--- src/rtl/sync_divider.sv ---
// sync_divider: programmable clock-enable divider that phase-aligns to an asynchronous sync pulse.
// Define SYNC_DIVIDER_MISS_DET_EN to compile in missing-sync detection while LOCKED.
module sync_divider #(
    parameter int DIV_WIDTH   = 16,
    parameter int SYNC_STAGES = 2,
    parameter int LOCK_COUNT  = 4,
    parameter int MISS_LIMIT  = 2
) (
    input  logic                 clk,
    input  logic                 reset,
    input  logic                 enable,
    input  logic [DIV_WIDTH-1:0] div,
    input  logic                 sync_in,
    input  logic                 err_clr,
    output logic                 div_out,
    output logic                 load,
    output logic                 load_val,
    output logic                 locked,
    output logic                 sync_err,
    output logic [DIV_WIDTH-1:0] phase
);

    typedef enum logic [1:0] {
        ST_IDLE    = 2'd0,
        ST_ACQUIRE = 2'd1,
        ST_TRACK   = 2'd2,
        ST_LOCKED  = 2'd3
    } state_t;

    localparam logic [DIV_WIDTH-1:0] DIV_MIN   = DIV_WIDTH'(2);
    localparam logic [3:0]           LOCK_LAST = 4'(LOCK_COUNT - 1);

    state_t                 state;
    state_t                 state_nxt;
    logic [SYNC_STAGES-1:0] sync_ff;
    logic                   sync_prev;
    logic                   sync_pulse;
    logic [DIV_WIDTH-1:0]   cnt;
    logic [DIV_WIDTH-1:0]   cnt_nxt;
    logic [DIV_WIDTH-1:0]   div_eff;
    logic [DIV_WIDTH-1:0]   div_eff_nxt;
    logic [DIV_WIDTH-1:0]   div_req;
    logic                   div_fresh;
    logic                   div_latch;
    logic [3:0]             match_cnt;
    logic [3:0]             match_nxt;
    logic                   wrap;
    logic                   aligned;
    logic                   realign;
    logic                   err_set;
    logic                   div_out_nxt;
    logic                   load_nxt;
    logic                   locked_nxt;
    logic                   sync_err_nxt;

`ifdef SYNC_DIVIDER_MISS_DET_EN
    localparam logic [3:0] MISS_LAST = 4'(MISS_LIMIT - 1);
    logic [3:0] miss_cnt;
    logic [3:0] miss_nxt;
`else
    logic [3:0] unused_miss_limit;
    assign unused_miss_limit = 4'(MISS_LIMIT);
`endif

    // Synchronizer chain plus a previous-value flop for rising-edge detection.
    always_ff @(posedge clk or negedge reset) begin
        if (!reset) begin
            sync_ff   <= '0;
            sync_prev <= 1'b0;
        end else begin
            // NOTE: non-blocking assignments so every flop samples the pre-edge value of its source.
            sync_ff   <= {sync_ff[SYNC_STAGES-2:0], sync_in};
            sync_prev <= sync_ff[SYNC_STAGES-1];
        end
    end

    assign sync_pulse = sync_ff[SYNC_STAGES-1] & ~sync_prev;
    assign div_req    = (div < DIV_MIN) ? DIV_MIN : div;
    assign wrap       = (cnt >= (div_eff - DIV_WIDTH'(1)));
    assign aligned    = sync_pulse & wrap;

    // Next-state logic; a pulse landing on the natural wrap counts as aligned.
    always_comb begin
        // NOTE: every variable gets a default first so no path can infer a latch.
        state_nxt = state;
        match_nxt = match_cnt;
        realign   = 1'b0;
        err_set   = 1'b0;
`ifdef SYNC_DIVIDER_MISS_DET_EN
        miss_nxt  = miss_cnt;
`endif
        case (state)
            ST_IDLE: begin
                if (enable) state_nxt = ST_ACQUIRE;
            end
            ST_ACQUIRE: begin
                if (sync_pulse) begin
                    realign   = 1'b1;
                    state_nxt = ST_TRACK;
                    match_nxt = '0;
                end
            end
            ST_TRACK: begin
                if (aligned) begin
                    if (match_cnt >= LOCK_LAST) begin
                        state_nxt = ST_LOCKED;
                        match_nxt = '0;
`ifdef SYNC_DIVIDER_MISS_DET_EN
                        miss_nxt  = '0;
`endif
                    end else begin
                        match_nxt = match_cnt + 4'd1;
                    end
                end else if (sync_pulse) begin
                    realign   = 1'b1;
                    match_nxt = '0;
                end
            end
            ST_LOCKED: begin
                if (sync_pulse && !aligned) begin
                    realign   = 1'b1;
                    err_set   = 1'b1;
                    state_nxt = ST_TRACK;
                    match_nxt = '0;
                end
`ifdef SYNC_DIVIDER_MISS_DET_EN
                else if (aligned) begin
                    miss_nxt = '0;
                end else if (wrap) begin
                    if (miss_cnt >= MISS_LAST) begin
                        err_set   = 1'b1;
                        state_nxt = ST_ACQUIRE;
                        miss_nxt  = '0;
                    end else begin
                        miss_nxt = miss_cnt + 4'd1;
                    end
                end
`endif
            end
            default: state_nxt = ST_IDLE;
        endcase

        if (!enable) begin
            state_nxt = ST_IDLE;
            match_nxt = '0;
            realign   = 1'b0;
            err_set   = 1'b0;
`ifdef SYNC_DIVIDER_MISS_DET_EN
            miss_nxt  = '0;
`endif
        end
    end

    // The ratio only changes where the counter restarts, so a period is never cut short.
    always_comb begin
        load_nxt    = realign;
        div_latch   = div_fresh | ((state != ST_IDLE) & (realign | wrap));
        div_eff_nxt = div_latch ? div_req : div_eff;
        if ((state == ST_IDLE) || (state_nxt == ST_IDLE) || realign || wrap) begin
            cnt_nxt = '0;
        end else begin
            cnt_nxt = cnt + DIV_WIDTH'(1);
        end
        div_out_nxt  = (state_nxt != ST_IDLE) && (cnt_nxt < (div_eff_nxt >> 1));
        locked_nxt   = (state_nxt == ST_LOCKED);
        sync_err_nxt = err_set | (sync_err & ~err_clr);
    end

    always_ff @(posedge clk or negedge reset) begin
        if (!reset) begin
            state     <= ST_IDLE;
            cnt       <= '0;
            div_eff   <= DIV_MIN;
            div_fresh <= 1'b1;
            match_cnt <= '0;
            div_out   <= 1'b0;
            load      <= 1'b0;
            locked    <= 1'b0;
            sync_err  <= 1'b0;
`ifdef SYNC_DIVIDER_MISS_DET_EN
            miss_cnt  <= '0;
`endif
        end else begin
            state     <= state_nxt;
            cnt       <= cnt_nxt;
            div_eff   <= div_eff_nxt;
            div_fresh <= 1'b0;
            match_cnt <= match_nxt;
            div_out   <= div_out_nxt;
            load      <= load_nxt;
            locked    <= locked_nxt;
            sync_err  <= sync_err_nxt;
`ifdef SYNC_DIVIDER_MISS_DET_EN
            miss_cnt  <= miss_nxt;
`endif
        end
    end

    assign phase    = cnt;
    assign load_val = 1'b1;

endmodule

--- config.mk ---
export PLATFORM = sky130hd
export DESIGN_NAME = sync_divider
export DESIGN_NICKNAME = d
export VERILOG_FILES = /design/src/rtl/sync_divider.sv
export SDC_FILE = /design/constraint.sdc
export NUM_CORES = 1
export LEC_CHECK = 0
export CAP_MARGIN = 15
export CORE_AREA = 2 2 81 83
export DETAILED_ROUTE_END_ITERATION = 10
export DIE_AREA = 0 0 83 85
export PLACE_DENSITY = 0.72
export SYNTH_ARGS = -nofsm -noshare
export SYNTH_HDL_FRONTEND = slang
export SYNTH_SLANG_ARGS = --single-unit
--- constraint.sdc ---
create_clock -name clk -period 6.5 [get_ports clk]
set_clock_uncertainty 0.2 [all_clocks]
set_input_delay 1.3 -clock clk [delete_from_list [all_inputs] [get_ports clk]]
set_output_delay 1.3 -clock clk [all_outputs]
set_load 0.02 [all_outputs]
# [Word-level counts from Yosys, hierarchy flattened]
# Cells that the tools add are included.
[totals] ff_bits=46 latch_bits=0 mem_bits_rw=0 rom_bits=0 input_bits=21 output_inout_bits=21 elab_cells=67 n_memories=0
[classes] n_addsub=3 mul=0 div_mod_pow=0 magnitude_cmp=4 n_eq_ne=6 shift=0 mux=22 bitwise_logic=9 reduce_logical=11
[op_table] op="2-to-1 mux 16 bit" n=3
[op_table] op="2-to-1 mux 4 bit" n=5
[op_table] op="adder 16 x 1 -> 16 bit (second input constant)" n=1
[op_table] op="greater-or-equal comparator 16 bit" n=1
[op_table] op="less-than comparator 16 x 15 -> 1 bit" n=1
[op_table] op="less-than comparator 16 x 2 -> 1 bit (second input constant)" n=1
[op_table] op="subtractor 16 x 1 -> 16 bit (second input constant)" n=1
[op_table] op="one-hot mux 4 bit (3 select lines)" n=1
[op_table] op="2-to-1 mux 2 bit" n=5
[op_table] op="one-hot mux 2 bit (4 select lines)" n=1
[op_table] op="== test 2 bit (second input constant)" n=3
[op_table] op="2-to-1 mux 1 bit" n=6
[op_table] op="adder 4 x 1 -> 4 bit (second input constant)" n=1
[op_table] op="bitwise AND 1 bit" n=4
[op_table] op="greater-or-equal comparator 4 x 2 -> 1 bit (second input constant)" n=1
[op_table] op="logical NOT 2 bit" n=2
[op_table] op="inequality test 4 x 1 -> 1 bit (second input constant)" n=1
[op_table] op="nonzero test 2 bit" n=2
[op_table] op="logical OR 1 bit" n=3
[op_table] op="inequality test 3 bit (second input constant)" n=1
[op_table] op="OR 1 bit" n=3
[op_table] op="one-hot mux 1 bit (3 select lines)" n=1
[op_table] op="== test 2 x 1 -> 1 bit (second input constant)" n=1
[op_table] op="logical AND 1 bit" n=2
[op_table] op="3 further kinds" n=4

# [Depth between registers and ports, before layout]
[logic_depth] ltp_word=15 ltp_mapped=20 ltp_nobuf=19

# [Least setup slack after synthesis]
# No wires, ideal clock.
[synth_timing] path_type="reg-to-reg" startpoint="register div_eff[3]" endpoint="register div_out" setup_time_ns=0.099 arrival_ns=4.432 t_required_ns=6.201 slack_ns=1.768 stages_incl_launch_ff=20 cell_sequence="dfrtp_1 or4_4 or4_4 nor2_2 nand2_2 nor3_2 xnor2_1 ha_1 nand4_1 nor3_1 o311ai_2 a31oi_1 buf_2 mux2i_1 ha_1 a21o_1 a21oi_1 nand2_1 a211o_1 a311oi_1"
[synth_between] elab_chain_cells=15 word_cells_on_any_way=25
[synth_rtl] element="start: declaration" line_no="40" source="logic [DIV_WIDTH-1:0] div_eff;"
[synth_rtl] element="start signal: assignment" line_no="186" source="div_eff <= div_eff_nxt;"
[synth_rtl] element="subtractor 16 x 1 -> 16 bit" line_no="79" source="assign wrap = (cnt >= (div_eff - DIV_WIDTH'(1)));"
[synth_rtl] element="greater-or-equal comparator 16 bit" line_no="79"
[synth_rtl] element="bitwise AND 1 bit" line_no="80" source="assign aligned = sync_pulse & wrap;"
[synth_rtl] element="logical NOT 1 bit" line_no="120" source="if (sync_pulse && !aligned) begin"
[synth_rtl] element="logical AND 1 bit" line_no="120"
[synth_rtl] element="2-to-1 mux 2 bit" line_no="120"
[synth_rtl] element="one-hot mux 2 bit (4 select lines)" line_no="92" source="case (state)"
[synth_rtl] element="2-to-1 mux 2 bit" line_no="143" source="if (!enable) begin"
[synth_rtl] element="logical NOT 2 bit" line_no="159" source="if ((state == ST_IDLE) || (state_nxt == ST_IDLE) || realign || wrap) begin"
[synth_rtl] element="logical OR 1 bit (3 in a row)" line_no="159"
[synth_rtl] element="2-to-1 mux 16 bit" line_no="159"
[synth_rtl] element="less-than comparator 16 x 15 -> 1 bit" line_no="164" source="div_out_nxt = (state_nxt != ST_IDLE) && (cnt_nxt < (div_eff_nxt >> 1));"
[synth_rtl] element="logical AND 1 bit (*)" line_no="164"
[synth_rtl] element="named net div_out_nxt" line_no="51" source="logic div_out_nxt;"
[synth_rtl] element="end signal: assignment" line_no="189" source="div_out <= div_out_nxt;"
[synth_rtl] element="end: declaration" line_no="15" source="output logic div_out,"
# Mark *: on every way through the listed nets, which the timed path passes. The rest lies on a longest branch.
# A chain may end at the register's enable or synchronous reset.

# [Worst setup path in the final report]
[layout_timing] startpoint="register div_eff[3]" endpoint="register div_out"
[layout_between] elab_chain_cells=15 word_cells_on_any_way=25
[layout_rtl] element="subtractor 16 x 1 -> 16 bit (*)" line_no="79"
[layout_rtl] element="greater-or-equal comparator 16 bit (*)" line_no="79"
[layout_rtl] element="bitwise AND 1 bit" line_no="80"
[layout_rtl] element="logical NOT 1 bit" line_no="120"
[layout_rtl] element="logical AND 1 bit" line_no="120"
[layout_rtl] element="2-to-1 mux 2 bit" line_no="120"
[layout_rtl] element="one-hot mux 2 bit (4 select lines)" line_no="92"
[layout_rtl] element="2-to-1 mux 2 bit" line_no="143"
[layout_rtl] element="logical NOT 2 bit" line_no="159"
[layout_rtl] element="logical OR 1 bit (2 in a row)" line_no="159"
[layout_rtl] element="logical OR 1 bit (*)" line_no="159"
[layout_rtl] element="2-to-1 mux 16 bit (*)" line_no="159"
[layout_rtl] element="named net cnt_nxt[2]" line_no="39" source="logic [DIV_WIDTH-1:0] cnt_nxt;"
[layout_rtl] element="less-than comparator 16 x 15 -> 1 bit (*)" line_no="164"
[layout_rtl] element="logical AND 1 bit (*)" line_no="164"
[layout_rtl] element="named net div_out_nxt" line_no="51"
# Marks and branches as above.

==> impl_metrics.tcl <==
set metrics [dict create \
    place_congestion 0.915 \
    synth-edff-count 0 \
    avgSynthCellArea_um2 9.59 \
    tightestPinTransition_ns 0.734 \
    setup_viol 0 \
    startpoint_type "flip-flop" \
    hpwlAfterDp_um 5370 \
    leakage_uw 0.00160 \
    cts_buffers 5 \
    grt_usage_pct 20.8 \
    grt_max_degree 47 \
    cts_hold_buf 0 \
    ys_types 48 \
    ys_warn_count 0 \
    drv_cap 0 \
    vias 2426 \
    nets 405 \
    synthArstFlopShare_pct 100 \
    drc 0 \
    htreeDepth 2 \
    crit_arrival_ns 5.58 \
    yosys.area.top_type "dfrtp_1" \
    crit_end "div_out$_DFF_PN0_" \
    ir_drop_mv 0.132 \
    grt_first_pass_wirelength_um 11700 \
    hold_viol_final 0 \
    synth_most_common_cell "dfrtp_1" \
    rows 29 \
    path_clk_slew_ns 0.09 \
    cts_setup_buffers 0 \
    fin_crit_ns 5.58 \
    r2r-start "div_eff[3]$_DFF_PN0_" \
    fin_tns_setup_ns 0 \
    endpoint_kind "flip-flop" \
    critPathMaxFanout 15 \
    fillers 550 \
    drive_gt1_share_pct 6.82 \
    clk_latency_ns 0.30 \
    startpoint "div_eff[3]$_DFF_PN0_" \
    crit_type "reg -> reg" \
    grt_overflow 0 \
    status "finished clean" \
    dr.first_iter.drc_count 102 \
    rsz0062_at_grt "no" \
    regToRegEndpoint "div_out$_DFF_PN0_" \
    synth-main-ff-cell "dfrtp_1" \
    wl_per_cell_um 16.2 \
    fin_hold_ws_ns 0.156 \
    fmax_mhz 179 \
    drtAntennaViolNets 0 \
    cts_tree "yes" \
    netlist_instances 310 \
    diodes 0 \
    ys_seq_area_share_pct 38.8 \
    syn-cell-area_um2 2970 \
    relSlewSlack_pct 50.8 \
    hold_path_class "reg -> reg" \
    wl_um 6970 \
    cts_resized 0 \
    coreArea_um2 6200 \
    max-clock-path-buffers 2 \
    synth_top_cell_area_share_pct 37.0 \
    cts-root-buf "clkbuf_8" \
    dr.pass1.iters 4 \
    io_buffers 40 \
    grt_pass1_vias 2342 \
    busiest_layer "met2" \
    reg2reg_slack_ns 0.92 \
    die_h_um 85 \
    critPathRequiredTime_ns 6.50 \
    multi_input_comb_area_um2 1710 \
    synthTopCellsByArea "dfrtp_1 (37%), ha_1 (14%), xnor2_1 (4.7%), mux2i_1 (4.4%), nor2_1 (3.4%)" \
    areaGrowthSynthToFinish_pct 20.3 \
    met1_usage_pct 29.1 \
    dieArea_um2 7060 \
    grtUsageMet2_pct 33.0 \
    die_x_um 83 \
    vias_per_cell 5.66 \
    ys_ff_latch 46 \
    fin_crit_sh_pct 85.8 \
    antenna_found_initial 0 \
    final_max_slew_viol_count 0 \
    io_pins 42 \
    ff_latch_area_um2 1150 \
    synth_common_cells "dfrtp_1 (44), ha_1 (33), nor2_1 (27)" \
    syn_nets 364 \
    initial_core_util_pct 47.9 \
    rr_worst_depth 18 \
    powerDensity_nw_per_um2 196 \
    cts.sinks 46 \
    grt_use_met3_pct 3.79 \
]
layer usage:
layer | routed length, um | part of all wire [%]
met5 | 0 | 0
met4 | 150 | 2.2
met3 | 319 | 4.6
met2 | 3260 | 47
met1 | 3240 | 47
sequential cells by signal, indices dropped and copies added, names as in the netlist:
name / count
locked: 1
match_cnt: 4
sync_ff: 2
div_eff: 16
div_fresh: 1
load: 1
div_out: 1
sync_prev: 1
state: 2
sync_err: 1
phase: 16
worst max-delay path, cell delays in order, from the launching register on:
cell      delay, ns
dfrtp_1        0.45
or4_4          0.55
or4_4          0.44
nor2_2         0.13
nand2_2        0.10
nor4_4         0.17
xnor2_1        0.16
ha_1           0.28
a211oi_1       0.34
nor2_1         0.11
nor3_1         0.27
nand4b_1       0.64
nor2_1         0.34
ha_1           0.28
a21o_1         0.18
a21oi_1        0.19
nand2_1        0.08
a211o_1        0.27
a311oi_1       0.29
cells by family after synthesis:
kind of cell	count (synthesis)	synth area share, %
buffers and inverters	30	4.00
other	2	0.253
xor gates and xnor gates	27	7.95
AOI/OAI and AO/OA	44	9.80
adders and majority gates	33	13.9
DFF	46	38.8
and+or+nand+nor	114	20.6
muxes	14	4.75
cell type report:
cell class,instances,area share [%]
multi-input cells,234,47.7
inverters,22,2.31
well taps,77,2.69
repair buffers,42,11.8
clock inverters,3,1.26
clock buffers,5,1.92
flip-flops and latches,46,32.2
report_power, final:
| part | internal [uW] | leakage (uW) | switching [uW] | total [uW] |
|---|---|---|---|---|
| clock | 115 | 0.0000504 | 107 | 222 |
| sequential | 307 | 0.000590 | 31.4 | 338 |
| combinational | 66.0 | 0.000962 | 76.4 | 142 |
cells in the final DEF (no fill, tap or decap), types with 2 or more instances in the layout:
| master | netlist | layout |
|---|---|---|
| nand3_1 | 12 | 12 |
| clkdlybuf4s50_1 | 0 | 39 |
| xor2_1 | 11 | 11 |
| o2bb2ai_1 | 2 | 2 |
| nand4_1 | 7 | 7 |
| o21bai_1 | 2 | 2 |
| xnor2_1 | 16 | 16 |
| dfstp_2 | 2 | 2 |
| clkinvlp_4 | 0 | 2 |
| nor2b_1 | 6 | 6 |
| clkbuf_8 | 0 | 5 |
| conb_1 | 2 | 2 |
| nor3_2 | 2 | 2 |
| nor2_1 | 27 | 27 |
| ha_1 | 33 | 33 |
| a31oi_1 | 3 | 2 |
| mux2i_1 | 13 | 13 |
| nand2b_1 | 5 | 5 |
| inv_1 | 22 | 22 |
| or4_4 | 2 | 2 |
| nand2_1 | 19 | 19 |
| a21o_1 | 6 | 6 |
| a21oi_1 | 15 | 15 |
| nor3_1 | 12 | 12 |
| o21ai_0 | 7 | 7 |
| and3_1 | 4 | 4 |
| dfrtp_1 | 44 | 44 |
| nor4_1 | 8 | 8 |
through the flow:
step / instances / instance area [um^2] / worst slack (ns) / utilization [%] / total power, uW
6_report: 429 / 3580 / 0.922 / 57.7 / 703
5_1_grt: 429 / 3580 / 0.542 / 57.7 / 741
4_1_cts: 428 / 3560 / 0.942 / 57.3 / 705
3_5_place_dp: 420 / 3440 / 1.05 / 55.5 / 485
3_3_place_gp: 420 / 3440 / 1.19 / 55.5 / 479
2_1_floorplan: 310 / 2970 / 1.77 / - / 431
worst min-delay path by stage:
stage	startpoint	end	depth (start not counted)
global placement	sync_ff[0]$_DFF_PN0_	sync_ff[1]$_DFF_PN0_	0
global route	sync_ff[0]$_DFF_PN0_	sync_ff[1]$_DFF_PN0_	0
CTS	sync_ff[0]$_DFF_PN0_	sync_ff[1]$_DFF_PN0_	0
finish	sync_ff[0]$_DFF_PN0_	sync_ff[1]$_DFF_PN0_	0
detailed placement	sync_ff[0]$_DFF_PN0_	sync_ff[1]$_DFF_PN0_	0
floorplan	sync_ff[0]$_DFF_PN0_	sync_ff[1]$_DFF_PN0_	0
Note: power is estimated with default switching activity, not from simulation.
